===== src/rtl/pin_debouncer.sv =====
// Reads one mechanical button or switch on a board pin. The raw level passes through a
// two-flop synchroniser, is debounced by a small FSM, and drives level, strobe and counter outputs.
module pin_debouncer #(
  parameter int DEBOUNCE_CYCLES   = 16000,
  parameter int LONG_PRESS_CYCLES = 8000000,
  parameter bit ACTIVE_LOW        = 1'b1
) (
  input  logic       clk,
  input  logic       reset,
  input  logic       pin_in,
  output logic       level,
  output logic       press,
  // 'release' is a reserved word in SystemVerilog, so the release strobe takes this name
  output logic       release_strobe,
  output logic       long_press,
  output logic [7:0] press_count
);

  localparam int CNT_W  = ($clog2(DEBOUNCE_CYCLES) < 1) ? 1 : $clog2(DEBOUNCE_CYCLES);
  localparam int HOLD_W = ($clog2(LONG_PRESS_CYCLES) < 1) ? 1 : $clog2(LONG_PRESS_CYCLES);
  localparam logic [CNT_W-1:0]  CNT_LAST  = CNT_W'(DEBOUNCE_CYCLES - 1);
  localparam logic [HOLD_W-1:0] HOLD_LAST = HOLD_W'(LONG_PRESS_CYCLES - 1);
  localparam logic [HOLD_W-1:0] HOLD_MAX  = '1;
  localparam logic              IDLE_PIN  = ACTIVE_LOW;

  typedef enum logic [1:0] {
    RELEASED,
    CONFIRM_PRESS,
    PRESSED,
    CONFIRM_RELEASE
  } state_t;

  state_t            state_reg;
  logic              sync1_reg;
  logic              sync2_reg;
  logic [CNT_W-1:0]  cnt_reg;
  logic [HOLD_W-1:0] hold_reg;
  logic              done_reg;
  logic              s;

  // s = 1 always means "pressed", whatever the pin polarity
  assign s = sync2_reg ^ ACTIVE_LOW;

  always_ff @(posedge clk or posedge reset) begin
    if (reset) begin
      sync1_reg <= IDLE_PIN;
      sync2_reg <= IDLE_PIN;
    end else begin
      sync1_reg <= pin_in;
      sync2_reg <= sync1_reg;
    end
  end

  always_ff @(posedge clk or posedge reset) begin
    if (reset) begin
      state_reg      <= RELEASED;
      cnt_reg        <= '0;
      hold_reg       <= '0;
      done_reg       <= 1'b0;
      level          <= 1'b0;
      press          <= 1'b0;
      release_strobe <= 1'b0;
      long_press     <= 1'b0;
      press_count    <= 8'd0;
    end else begin
      press          <= 1'b0;
      release_strobe <= 1'b0;
      long_press     <= 1'b0;

      // Hold timing runs through release bounces; the threshold compares the pre-increment value
      if (state_reg == PRESSED || state_reg == CONFIRM_RELEASE) begin
        if (hold_reg != HOLD_MAX) hold_reg <= hold_reg + 1'b1;
        if (hold_reg == HOLD_LAST && !done_reg) begin
          long_press <= 1'b1;
          done_reg   <= 1'b1;
        end
      end

      case (state_reg)
        RELEASED: begin
          if (s) begin
            state_reg <= CONFIRM_PRESS;
            cnt_reg   <= CNT_W'(1);
          end
        end
        CONFIRM_PRESS: begin
          if (!s) begin
            state_reg <= RELEASED;
          end else if (cnt_reg == CNT_LAST) begin
            state_reg   <= PRESSED;
            level       <= 1'b1;
            press       <= 1'b1;
            press_count <= press_count + 8'd1;
            hold_reg    <= '0;
            done_reg    <= 1'b0;
          end else begin
            cnt_reg <= cnt_reg + 1'b1;
          end
        end
        PRESSED: begin
          if (!s) begin
            state_reg <= CONFIRM_RELEASE;
            cnt_reg   <= CNT_W'(1);
          end
        end
        CONFIRM_RELEASE: begin
          if (s) begin
            state_reg <= PRESSED;
          end else if (cnt_reg == CNT_LAST) begin
            state_reg      <= RELEASED;
            level          <= 1'b0;
            release_strobe <= 1'b1;
          end else begin
            cnt_reg <= cnt_reg + 1'b1;
          end
        end
        default: state_reg <= RELEASED;
      endcase
    end
  end

endmodule


===== config.mk =====
export PLATFORM = sky130hd
export DESIGN_NAME = pin_debouncer
export DESIGN_NICKNAME = d
export VERILOG_FILES = /design/src/rtl/pin_debouncer.sv
export SDC_FILE = /design/constraint.sdc
export NUM_CORES = 1
export LEC_CHECK = 0
export ABC_AREA = 1
export BUFFER_PORTS_ARGS = -buffer_cell sky130_fd_sc_hd__clkbuf_2
export CORE_AREA = 2 2 90 100
export CTS_CLUSTER_SIZE = 8
export DETAILED_ROUTE_END_ITERATION = 6
export DIE_AREA = 0 0 92 102
export GPL_TIMING_DRIVEN = 0
export SLEW_MARGIN = 20
export SYNTH_ARGS = -nofsm -noshare
export SYNTH_HDL_FRONTEND = slang
export SYNTH_SLANG_ARGS = --single-unit
export TNS_END_PERCENT = 20

===== constraint.sdc =====
create_clock -name clk -period 1.45 [get_ports clk]
set_input_delay 0.0725 -clock clk [delete_from_list [all_inputs] [get_ports clk]]
set_output_delay 0.0725 -clock clk [all_outputs]
set_load 0.03 [all_outputs]

==> out/qor.txt <==
TIMING
----------------------------------------------------------------------------------
Final-layout worst hold slack                                             0.363 ns
Fmax                                                                     0.611 GHz
Worst-case setup margin in the final layout                              -0.188 ns
Final setup skew                                                         0.0138 ns
Worst Tran Pin Value                                                      0.678 ns
Final Max Tran Viols                                                             0
Worst slew margin relative to its limit                                      54.8%
Post-route clock period utilization                                           113%
Final hold vios                                                                  0
Setup violations, final                                                         47
RSZ-0062 raised after global routing                                           yes
Min Tclk post-route                                                        1.64 ns

SYNTH
----------------------------------------------------------------------------------
Area share of the largest cell type after synthesis                          39.9%
Synth cell types                                                                39
Post-Syn Nets                                                                  453
Post-synth EDFFs                                                                 0
Cell type with the highest aggregate area in the netlist              sky130_fd_sc_hd__dfrtp_1
Cells taking the most area after synthesis                            sky130_fd_sc_hd__dfrtp_1 40%, sky130_fd_sc_hd__nand2_1 12%, sky130_fd_sc_hd__inv_1 7.0%
Syn Inst Count                                                                 447
Register area share after synthesis                                          41.5%
Syn Area/Cell                                                             7.29 µm²
Top flip-flop cell by instance count after synthesis                  sky130_fd_sc_hd__dfrtp_1
Cell area after synthesis                                                 3260 µm²
Share of synthesized flip-flops with an asynchronous set or reset             100%
Warning count from the yosys run                                                 0
Yosys reg bits                                                                  54

DETAILED ROUTING
----------------------------------------------------------------------------------
Avg Vias per Cell                                                             5.05
Post-detailed-routing wire length                                          8180 µm
Routed vias                                                                   3122
DR DRC count                                                                     0
Antenna-violating nets left                                                      0
Initial drt markers                                                            141
Routed length per instance                                                 13.2 µm
Pre-antenna DRT Iters                                                            4

HOLD PATH
----------------------------------------------------------------------------------
Worst hold endpoint                                                   sync2_reg$_DFF_PP1_
Cell depth of the worst min-delay path                                           0
Hold Crit Start                                                       sync1_reg$_DFF_PP1_
Type of the worst min-delay path                                        reg -> reg

PLACE
----------------------------------------------------------------------------------
Number of I/O port buffers                                                      14
Post-place setup slack                                                   -0.455 ns
Final weighted congestion in routability-driven placement                    0.886
Count of placed standard cells including taps                                  572
Sum of net half-perimeters after detailed placement                        5530 µm

SETUP PATH
----------------------------------------------------------------------------------
Highest fanout seen on the critical path                                         5
Minimum setup slack among reg-to-reg paths                                -0.19 ns
Category of the worst setup path launch point                            flip-flop
Worst endpoint required time                                               1.66 ns
R2R Path End                                                          hold_reg[1]$_DFF_PP0_
FF-to-FF Start                                                        cnt_reg[0]$_DFFE_PP0P_
Signal arrival time at the worst endpoint                                  1.85 ns
Depth of the most critical reg-to-reg path                                       9
CP Class                                                                reg -> reg
Type of destination of the critical path                                 flip-flop

FLOORPLAN
----------------------------------------------------------------------------------
Area of the die                                                           9380 µm²
Initial Utilization                                                          39.2%
Die Y-Extent                                                                102 µm
Width of the die                                                             92 µm
Ports                                                                           15
Row Count                                                                       35
Core Box Area                                                             8320 µm²

FINAL LAYOUT
----------------------------------------------------------------------------------
Number of diodes added for antenna fixing                                        0
Max FFs per register                                                            23
Final core area utilization                                                  50.8%
Syn-to-layout area delta                                                     29.7%
Share of final-layout standard cells stronger than drive strength 1          29.0%
Filler-free cell count of the finished design                                  618
Fill cell total of the finished layout                                         826
Post-layout net count                                                          512

CLOCK NETWORK
----------------------------------------------------------------------------------
Clock Sink Count                                                                54
CTS tree                                                                      done
Clk pin slew, worst setup/hold paths                                       0.11 ns
Total number of H-tree levels                                                    2
Clk Tree Root Cell                                                    sky130_fd_sc_hd__clkbuf_8
Inserted Clock Buffers                                                           5
Worst skew pair latency                                                    0.32 ns
Buffer depth of the longest clock path                                           2

PWR
----------------------------------------------------------------------------------
Switching fraction of total power                                            25.9%
Pwr per Cell Area                                                       617 nW/µm²
Worst supply voltage drop on vdd                                            411 µV
Part of the total power dissipated in combinational logic                     5.3%
Fraction of power consumed by the clock network                              35.5%
Portion of total power attributed to sequential cells                        59.2%
Sw Pwr                                                                  0.000676 W
Leakage Power                                                              2.02 nW
Cell internal pwr                                                        0.00193 W

GLOBAL ROUTING
----------------------------------------------------------------------------------
Maximum number of pins on one net before global-route repair                    55
Remaining Overflow, GRT                                                          0
Global-route wire length before repair                                    14100 µm
Overall routing resource usage                                               18.7%
Number of antenna violations at the first check in global routing                0
Vias in the first global route                                                2964

RUN STATUS
----------------------------------------------------------------------------------
Status                                                                complete, but fails checks
Failing checks                                                        setup timing

JOB
----------------------------------------------------------------------------------
Max cap viols                                                                    0

cell type report:
class / instances / area [µm²] / share of cell area [%]
clock inverters: 3 / 26.3 / 0.622
inverters: 68 / 268 / 6.34
plain buffers: 10 / 88.8 / 2.10
flip-flops and latches: 54 / 1360 / 32.1
repair buffers: 52 / 433 / 10.2
clock buffers: 5 / 68.8 / 1.63
multi-input cells: 315 / 1840 / 43.6
well taps: 111 / 139 / 3.29
synthesized netlist by cell type, types with 2 or more instances:
cell type	instances
sky130_fd_sc_hd__nand2_1	105
sky130_fd_sc_hd__inv_1	61
sky130_fd_sc_hd__nor2_1	53
sky130_fd_sc_hd__dfrtp_1	52
sky130_fd_sc_hd__nand3_1	41
sky130_fd_sc_hd__nand4_1	19
sky130_fd_sc_hd__o21ai_0	18
sky130_fd_sc_hd__nor3_1	14
sky130_fd_sc_hd__inv_2	7
sky130_fd_sc_hd__nor2_2	7
sky130_fd_sc_hd__a21oi_1	6
sky130_fd_sc_hd__o21ai_1	6
sky130_fd_sc_hd__xor2_1	6
sky130_fd_sc_hd__o21bai_1	5
sky130_fd_sc_hd__nand3_2	4
sky130_fd_sc_hd__clkbuf_2	3
sky130_fd_sc_hd__ha_1	3
sky130_fd_sc_hd__nand2_2	3
sky130_fd_sc_hd__nand3b_1	3
sky130_fd_sc_hd__nor4_1	3
sky130_fd_sc_hd__or2_2	3
sky130_fd_sc_hd__buf_2	2
sky130_fd_sc_hd__buf_4	2
sky130_fd_sc_hd__clkbuf_1	2
sky130_fd_sc_hd__dfstp_2	2
sky130_fd_sc_hd__nand2_4	2
sky130_fd_sc_hd__o31ai_1	2
sky130_fd_sc_hd__xnor2_1	2
cells in the final DEF, fill, tap and decap left out, types with 11 or more instances in the layout:
cell,n
sky130_fd_sc_hd__buf_4,27
sky130_fd_sc_hd__clkbuf_2,16
sky130_fd_sc_hd__dfrtp_1,48
sky130_fd_sc_hd__inv_1,57
sky130_fd_sc_hd__nand2_1,94
sky130_fd_sc_hd__nand2_2,11
sky130_fd_sc_hd__nand3_1,35
sky130_fd_sc_hd__nand4_1,19
sky130_fd_sc_hd__nor2_1,43
sky130_fd_sc_hd__nor3_1,12
sky130_fd_sc_hd__o21ai_0,13
power by group through the flow:
stage	clock [W]	sequential (W)	combinational, W
after CTS	0.000968	0.00154	0.000139
after global placement	0	0.00157	0.000105
after global routing	0.00102	0.00155	0.000158
after detailed placement	0	0.00157	0.000109
final	0.000925	0.00154	0.000137
after floorplan	0	0.00157	0.0000790
metal layers:
layer	global-route usage, %	vias up	routed length (µm)
met2	32.5	64	4050
met4	7.00	0	214
met3	2.29	19	297
met5	0	-	0
li1	-	1563	-
met1	24.0	1476	3620
worst max-delay path, stage by stage (launching register included):
cell and delay (ns):
sky130_fd_sc_hd__dfrtp_1 0.43, sky130_fd_sc_hd__ha_4 0.17, sky130_fd_sc_hd__nand3_4 0.09, sky130_fd_sc_hd__nor2_4 0.20, sky130_fd_sc_hd__inv_2 0.07, sky130_fd_sc_hd__nor2_4 0.11
sky130_fd_sc_hd__nand4_4 0.16, sky130_fd_sc_hd__buf_12 0.19, sky130_fd_sc_hd__o21ai_2 0.05, sky130_fd_sc_hd__nor2_1 0.05
repair_timing:
| action | CTS | global route |
|---|---|---|
| cloned | 1 | 1 |
| gates resized for setup | 57 | 20 |
| pin swaps | 21 | 15 |
| hold buffers | 2 | 0 |
| buffers inserted | 27 | 7 |
| setup endpoints to repair | 49 | 50 |
| endpoints found under the hold margin | 53 | 0 |
logic make-up (layout without fill, tap and decap cells):
kind of cell / count (synthesis) / after routing / synth area share [%]
AO/OA/AOI/OAI: 40 / 40 / 6.91
XOR/XNOR: 8 / 8 / 2.15
adder cells (fa/ha/maj): 3 / 3 / 1.15
buffers and inverters: 78 / 138 / 9.64
flip-flops: 54 / 54 / 41.5
AND/OR/NAND/NOR: 264 / 264 / 38.6
through the flow:
stage | total power, W | TNS (ns) | area, µm²
4_1_cts | 0.00265 | -4.23 | 4090
3_3_place_gp | 0.00168 | -50.49 | 3530
5_1_grt | 0.00273 | -9.68 | 4230
2_1_floorplan | 0.00165 | -1.16 | 3320
3_5_place_dp | 0.00168 | -11.91 | 3530
6_report | 0.00261 | -4.62 | 4230
how the worst max path moves through the flow:
stage                           start                endpoint  slack, ns  cells after the start
5_1_grt         hold_reg[0]$_DFF_PP0_   hold_reg[3]$_DFF_PP0_      -0.28                     11
3_3_place_gp                    reset   hold_reg[1]$_DFF_PP0_      -0.74                      2
2_1_floorplan   hold_reg[1]$_DFF_PP0_   hold_reg[7]$_DFF_PP0_      -0.09                     12
4_1_cts        cnt_reg[0]$_DFFE_PP0P_   hold_reg[7]$_DFF_PP0_      -0.17                      9
3_5_place_dp    hold_reg[1]$_DFF_PP0_  hold_reg[14]$_DFF_PP0_      -0.46                      8
6_report       cnt_reg[0]$_DFFE_PP0P_   hold_reg[1]$_DFF_PP0_      -0.19                      9
(Power assumes the default switching activity.)
